**src/rtl/clk_mon_pkg.sv**
```systemverilog
// -----------------------------------------------------------------------------
// clk_mon_pkg
// Shared definitions for the DAC clock activity monitor:
//   - clk_mon_state_e      : hysteresis FSM states
//   - DEF_* localparams    : default parameter values for the monitor
//   - clk_mon_window_good  : decides whether a closed window counts as "good"
// -----------------------------------------------------------------------------
package clk_mon_pkg;

  typedef enum logic [1:0] {
    ST_ABSENT  = 2'd0,
    ST_QUALIFY = 2'd1,
    ST_PRESENT = 2'd2
  } clk_mon_state_e;

  localparam int DEF_WINDOW_CYCLES   = 256;
  localparam int DEF_MIN_EDGES       = 16;
  localparam int DEF_MAX_EDGES       = 200;
  localparam int DEF_PRESENT_WINDOWS = 3;
  localparam int DEF_ABSENT_WINDOWS  = 1;
  localparam int DEF_CNT_W           = 16;

  // The upper bound only applies when range_en is set; otherwise any count at
  // or above min_edges (including a saturated count) is good.
  function automatic logic clk_mon_window_good(
    input logic [31:0] ecnt_final,
    input logic [31:0] min_edges,
    input logic [31:0] max_edges,
    input logic        range_en
  );
    clk_mon_window_good = (ecnt_final >= min_edges) &&
                          (!range_en || (ecnt_final <= max_edges));
  endfunction

endpackage

```
**src/rtl/clk_mon_sync_edge.sv**
```systemverilog
// -----------------------------------------------------------------------------
// clk_mon_sync_edge
// Brings the asynchronous dac_clk toggle into the pcie_clk domain with a 2-flop
// synchronizer, then a delay flop turns every toggle transition (rising or
// falling) into a one-cycle edge pulse.
// Ports:
//   i_clk  : pcie_clk
//   i_rst  : asynchronous active-high reset
//   i_tog  : toggle from the dac_clk domain
//   o_edge : one-cycle pulse per toggle transition
// -----------------------------------------------------------------------------
module clk_mon_sync_edge (
  input  logic i_clk,
  input  logic i_rst,
  input  logic i_tog,
  output logic o_edge
);

  logic r_sync1;
  logic r_sync2;
  logic r_dly;

  always_ff @(posedge i_clk or posedge i_rst) begin
    if (i_rst) begin
      r_sync1 <= 1'b0;
      r_sync2 <= 1'b0;
      r_dly   <= 1'b0;
    end else begin
      r_sync1 <= i_tog;
      r_sync2 <= r_sync1;
      r_dly   <= r_sync2;
    end
  end

  assign o_edge = r_sync2 ^ r_dly;

endmodule

```
**src/rtl/dac_clk_activity_monitor.sv**
```systemverilog
// -----------------------------------------------------------------------------
// dac_clk_activity_monitor
// Qualifies the DAC clock before the clock-select FSM may switch to it. Edges of
// the divided dac_clk toggle are counted over fixed pcie_clk windows; window
// results pass through present/absent hysteresis.
// Build option: DAC_CLK_MON_RANGE_CHECK_EN adds an upper bound (MAX_EDGES) to
// the good-window test so an over-frequency clock is rejected.
// Ports:
//   pcie_clk        : the only clock
//   reset           : asynchronous active-high reset
//   dac_clk_tog     : toggle from the dac_clk domain (asynchronous)
//   enable          : level; 0 holds the monitor idle and cleared
//   dac_clk_present : qualified-present flag
//   dac_clk_lost    : one-cycle pulse on the present->absent transition
//   window_done     : one-cycle pulse when a window closes
//   edge_count      : edge count of the last closed window
// -----------------------------------------------------------------------------
module dac_clk_activity_monitor
  import clk_mon_pkg::*;
#(
  parameter int WINDOW_CYCLES   = DEF_WINDOW_CYCLES,
  parameter int MIN_EDGES       = DEF_MIN_EDGES,
  parameter int MAX_EDGES       = DEF_MAX_EDGES,
  parameter int PRESENT_WINDOWS = DEF_PRESENT_WINDOWS,
  parameter int ABSENT_WINDOWS  = DEF_ABSENT_WINDOWS,
  parameter int CNT_W           = DEF_CNT_W
) (
  input  logic             pcie_clk,
  input  logic             reset,
  input  logic             dac_clk_tog,
  input  logic             enable,
  output logic             dac_clk_present,
  output logic             dac_clk_lost,
  output logic             window_done,
  output logic [CNT_W-1:0] edge_count
);

`ifdef DAC_CLK_MON_RANGE_CHECK_EN
  localparam logic RANGE_EN = 1'b1;
`else
  localparam logic RANGE_EN = 1'b0;
`endif

  logic             w_edge;
  logic             w_close;
  logic             w_good;
  logic [CNT_W-1:0] w_ecnt_final;

  logic [CNT_W-1:0] r_wcnt;
  logic [CNT_W-1:0] r_ecnt;

  clk_mon_state_e   r_state;
  clk_mon_state_e   w_state_nxt;
  logic [CNT_W-1:0] r_good_cnt;
  logic [CNT_W-1:0] w_good_nxt;
  logic [CNT_W-1:0] r_bad_cnt;
  logic [CNT_W-1:0] w_bad_nxt;

  logic             r_done;
  logic             r_lost;
  logic [CNT_W-1:0] r_edge_count;
  logic             w_done_nxt;
  logic             w_lost_nxt;
  logic [CNT_W-1:0] w_edge_count_nxt;

  clk_mon_sync_edge u_sync_edge (
    .i_clk  (pcie_clk),
    .i_rst  (reset),
    .i_tog  (dac_clk_tog),
    .o_edge (w_edge)
  );

  // Gating the close with enable lets an enable drop in the closing cycle
  // discard the window result.
  assign w_close = enable && (r_wcnt == CNT_W'(WINDOW_CYCLES - 1));

  // The edge of the closing cycle is folded into the final count.
  assign w_ecnt_final = (w_edge && (r_ecnt != '1)) ? r_ecnt + 1'b1 : r_ecnt;

  assign w_good = clk_mon_window_good(32'(w_ecnt_final), 32'(MIN_EDGES),
                                      32'(MAX_EDGES), RANGE_EN);

  always_ff @(posedge pcie_clk or posedge reset) begin
    if (reset) begin
      r_wcnt <= '0;
      r_ecnt <= '0;
    end else if (!enable) begin
      r_wcnt <= '0;
      r_ecnt <= '0;
    end else if (w_close) begin
      r_wcnt <= '0;
      r_ecnt <= '0;
    end else begin
      r_wcnt <= r_wcnt + 1'b1;
      r_ecnt <= w_ecnt_final;
    end
  end

  // State register
  always_ff @(posedge pcie_clk or posedge reset) begin
    if (reset) begin
      r_state    <= ST_ABSENT;
      r_good_cnt <= '0;
      r_bad_cnt  <= '0;
    end else begin
      r_state    <= w_state_nxt;
      r_good_cnt <= w_good_nxt;
      r_bad_cnt  <= w_bad_nxt;
    end
  end

  // Next state: advances only on window close
  always_comb begin
    w_state_nxt = r_state;
    w_good_nxt  = r_good_cnt;
    w_bad_nxt   = r_bad_cnt;
    if (!enable) begin
      w_state_nxt = ST_ABSENT;
      w_good_nxt  = '0;
      w_bad_nxt   = '0;
    end else if (w_close) begin
      unique case (r_state)
        ST_ABSENT: begin
          if (w_good) begin
            if (PRESENT_WINDOWS == 1) begin
              w_state_nxt = ST_PRESENT;
              w_good_nxt  = '0;
              w_bad_nxt   = '0;
            end else begin
              w_state_nxt = ST_QUALIFY;
              w_good_nxt  = CNT_W'(1);
            end
          end
        end
        ST_QUALIFY: begin
          if (w_good) begin
            if ((r_good_cnt + 1'b1) == CNT_W'(PRESENT_WINDOWS)) begin
              w_state_nxt = ST_PRESENT;
              w_good_nxt  = '0;
              w_bad_nxt   = '0;
            end else begin
              w_good_nxt = r_good_cnt + 1'b1;
            end
          end else begin
            w_state_nxt = ST_ABSENT;
            w_good_nxt  = '0;
          end
        end
        ST_PRESENT: begin
          if (w_good) begin
            w_bad_nxt = '0;
          end else if ((r_bad_cnt + 1'b1) == CNT_W'(ABSENT_WINDOWS)) begin
            w_state_nxt = ST_ABSENT;
            w_bad_nxt   = '0;
          end else begin
            w_bad_nxt = r_bad_cnt + 1'b1;
          end
        end
        default: begin
          w_state_nxt = ST_ABSENT;
          w_good_nxt  = '0;
          w_bad_nxt   = '0;
        end
      endcase
    end
  end

  // Outputs: computed here, registered below so they all move together.
  // Loss only fires through a window close, never through an enable drop.
  always_comb begin
    w_done_nxt       = w_close;
    w_lost_nxt       = w_close && (r_state == ST_PRESENT) &&
                       (w_state_nxt == ST_ABSENT);
    w_edge_count_nxt = r_edge_count;
    if (!enable) begin
      w_edge_count_nxt = '0;
    end else if (w_close) begin
      w_edge_count_nxt = w_ecnt_final;
    end
  end

  always_ff @(posedge pcie_clk or posedge reset) begin
    if (reset) begin
      r_done       <= 1'b0;
      r_lost       <= 1'b0;
      r_edge_count <= '0;
    end else begin
      r_done       <= w_done_nxt;
      r_lost       <= w_lost_nxt;
      r_edge_count <= w_edge_count_nxt;
    end
  end

  assign dac_clk_present = (r_state == ST_PRESENT);
  assign dac_clk_lost    = r_lost;
  assign window_done     = r_done;
  assign edge_count      = r_edge_count;

endmodule

```
**config.mk**
```make
export PLATFORM = sky130hd
export DESIGN_NAME = dac_clk_activity_monitor
export DESIGN_NICKNAME = d
export VERILOG_FILES = /design/src/rtl/clk_mon_pkg.sv /design/src/rtl/clk_mon_sync_edge.sv /design/src/rtl/dac_clk_activity_monitor.sv
export SDC_FILE = /design/constraint.sdc
export NUM_CORES = 1
export LEC_CHECK = 0
export CAP_MARGIN = 20
export CORE_ASPECT_RATIO = 2
export CORE_MARGIN = 4
export CORE_UTILIZATION = 50
export CTS_BUF_LIST = sky130_fd_sc_hd__clkbuf_8 sky130_fd_sc_hd__clkbuf_16
export DETAILED_ROUTE_END_ITERATION = 8
export GPL_ROUTABILITY_DRIVEN = 0
export PLACE_DENSITY = 0.68
export SYNTH_ARGS = -nofsm -noshare
export SYNTH_HDL_FRONTEND = slang
export SYNTH_SLANG_ARGS = --single-unit
```
**constraint.sdc**
```tcl
create_clock -name pcie_clk -period 9.4 [get_ports pcie_clk]
set_clock_uncertainty 0.05 [all_clocks]
set_input_delay 1.41 -clock pcie_clk [delete_from_list [all_inputs] [get_ports pcie_clk]]
set_output_delay 1.41 -clock pcie_clk [all_outputs]
set_load 0.005 [all_outputs]
```
==> impl_metrics.toml <==
[global_route]
grt_pass1_wl_mm = 20.2
grt_pass1_vias = 4215
grt_use_total_pct = 21.4
overflow = 0
grt_start_max_net_pins = 71
antenna_found_initial = 0

[synth]
avgSynthCellArea_um2 = 8.75
synth-compound-area-share_pct = 17.2
synth_nets = 583
ys_warn_count = 0
synth_area_leader_cell = "dfrtp_1"
synth_ff_type = "dfrtp_1"
synthAdderAreaFrac_pct = 1.50
netlist_area_um2 = 5020
synth_edf_count = 0
synth_top_family_by_area = "simple AND/OR/NAND/NOR gates"
synthMuxAreaShare_pct = 0.798
async_flop_share_pct = 100
seq_area_frac_synth_pct = 43.4
yosys.area_share.simple_pct = 26.2
yosys.area_share.xor_xnor_pct = 5.59
synth_top_cells_by_area = "dfrtp_1 43%, nor2_1 5.8%, nand2_1 3.5%"
synth-seq-cells = 87
synth_top_area_share_pct = 43.4
yosysUniqueCellTypes = 58
netlist_instances = 573

[sta]
worst_slew_pin_slew_ns = 0.907
finalCriticalPeriod_ns = 3.88
tns_ns = 0
hold_violations = 0
slew_viol_final = 0
finalSetupViolations = 0
relSlewSlack_pct = 39.5
clock.fmax_mhz = 258
rsz0062_at_grt = "no"
fin_crit_sh_pct = 41.2

[worst_hold_path]
hold_path.class = "reg2reg"

[clock_tree]
clk_path_buf_depth = 2
clock_sinks = 87
cts_tree = "built"
cts_hold_buffers = 0
clk_latency_ns = 0.34
postCtsSetupBuffers = 0
cts.reportedPaths.clkPinSlew_ns = 0.06
cts_resized = 0
ctsRootBufferMaster = "clkbuf_16"
cts_buffers = 9
htreeDepth = 3

[worst_setup_path]
max_stage_delay_ns = 0.65
critPathCaptureType = "flip-flop"
critPathBufInv = 0
path_class = "reg2reg"
cp.required_ns = 9.55
cp_max_fo = 17
crit_chain = "nand4_1 -> o311ai_1 -> nand2_1 -> a222oi_1 -> and3_1 -> o311a_1 -> nand2b_1 -> o211ai_1"
cp.arrival_ns = 4.02
slowest_stage = "o311ai_1"
start_kind = "flip-flop"
path_delay_family = "compound AO/OA/AOI/OAI gates"

[cells_and_area]
diodes = 0
n_fill_cell = 900
instances_no_fill = 708
synthToLayoutAreaGrowth_pct = 10.5
fin_nets = 581
drive_gt1_share_pct = 5.21

[outcome]
status = "finished clean"

[floorplanning]
chipHeight_um = 150
dieArea_um2 = 11800
initial_core_util_pct = 51.4
coreArea_um2 = 9760
num_io_pins = 23
die_w_um = 78.8
rows = 51

[detailed_routing]
ant_nets = 0
via_per_inst = 6.06
drt_wl_total_mm = 11.8
wl_per_cell_um = 16.6
route.detailed.drc = 0
drtPass1Iterations = 5
drt-initial-drc-count = 350
vias = 4291

[power_and_ir_drop]
ir_drop_uv = 135
p_leak_nw = 2.18
powerDensity_nw_per_um2 = 134

[placement]
port_buffers = 22
dp_hpwl_mm = 8.30
dp_cells = 691

[job]
cap_violations = 0
## synth_stat cells (all sizes together), types with 7 or more instances
| master | instances |
|---|---|
| o21ai | 31 |
| nor3 | 22 |
| xnor2 | 13 |
| nand2 | 47 |
| and2 | 9 |
| or3 | 10 |
| nor4 | 7 |
| clkbuf | 25 |
| buf | 15 |
| inv | 18 |
| nor2 | 77 |
| and4 | 9 |
| dfrtp | 87 |
| a211oi | 20 |
| and3 | 15 |
| o31ai | 8 |
| nand4 | 17 |
| nand3 | 30 |
| xor2 | 19 |
| a21oi | 19 |
## cells by family after synthesis
family | Yosys count
and+or+nand+nor | 261
AOI/OAI and AO/OA | 125
DFF | 87
buffers and inverters | 58
xor gates and xnor gates | 32
adders and majority gates | 6
muxes | 4
## routing by layer
layer,vias to the layer above,routed length [um],track usage (%)
met3,32,451,3.61
met2,117,6230,38.0
li1,2060,-,-
met4,0,380,9.38
met1,2082,4710,24.9
met5,-,0,0
## cell usage in the layout (no fill, tap or decap), types with 4 or more instances in the layout
master	Yosys	layout
a211oi_1	20	20
a21oi_1	19	19
a31oi_1	4	4
and2_1	9	9
and3_1	15	15
and4_1	9	9
buf_4	3	4
clkbuf_16	0	9
clkdlybuf4s50_1	0	22
dfrtp_1	87	87
ha_1	6	6
inv_1	18	20
mux2i_1	4	4
nand2_1	47	47
nand2b_1	5	5
nand3_1	28	28
nand4_1	17	17
nor2_1	77	77
nor3_1	22	22
nor4_1	7	7
o211ai_1	6	6
o21ai_0	8	8
o21ai_1	23	23
o22ai_1	5	5
o31ai_1	5	5
or3_1	10	10
xnor2_1	13	13
xor2_1	19	19
## cell type report
type / instances / area, um^2 / share of cell area (%)
inverters: 18 / 68.8 / 1.24
clock inverters: 5 / 26.3 / 0.474
clock buffers: 11 / 253 / 4.56
well taps: 132 / 165 / 2.98
flip-flops and latches: 87 / 2180 / 39.3
repair buffers: 27 / 278 / 5.01
multi-input cells: 428 / 2580 / 46.5
## flip-flops by register name, summed over array words and instances (netlist names)
name / cells
r_ecnt: 16
r_wcnt: 16
u_sync_edge.r_dly: 1
window_done: 1
u_sync_edge.r_sync2: 1
r_good_cnt: 16
edge_count: 16
r_bad_cnt: 16
r_state: 2
u_sync_edge.r_sync1: 1
dac_clk_lost: 1
## power by group
group | total, mW | switching (mW) | internal, mW
logic | 0.0263 | 0.0192 | 0.00712
clock network | 0.333 | 0.143 | 0.191
registers | 0.381 | 0.00341 | 0.377
## path summary, 6_finish.rpt
kind | from | endpoint | slack, ns | cells after the start
worst max-delay path | r_ecnt[8] | r_good_cnt[14] | 5.52 | 8
worst min-delay path | u_sync_edge.r_sync1 | u_sync_edge.r_sync2 | 0.31 | 0
worst max register to register | r_ecnt[8] | r_good_cnt[14] | 5.52 | 8
worst min register to register | u_sync_edge.r_sync1 | u_sync_edge.r_sync2 | 0.31 | 0
max in group asynchronous | reset | r_good_cnt[3] | 6.79 | 3
min in group asynchronous | reset | r_wcnt[8] | 1.29 | 2
## stage by stage
step / hold slack (ns) / area (um^2) / total power [mW] / setup slack, ns / utilization, %
after floorplan: 0.281 / 5020 / 0.405 / 5.69 / -
after global placement: 0.283 / 5240 / 0.413 / 5.71 / 53.6
after detailed placement: 0.296 / 5240 / 0.414 / 5.56 / 53.6
after CTS: 0.316 / 5520 / 0.749 / 5.55 / 56.5
after global routing: 0.322 / 5540 / 0.768 / 5.10 / 56.8
final: 0.311 / 5540 / 0.740 / 5.52 / 56.8
Note: power is estimated with default switching activity, not from simulation.
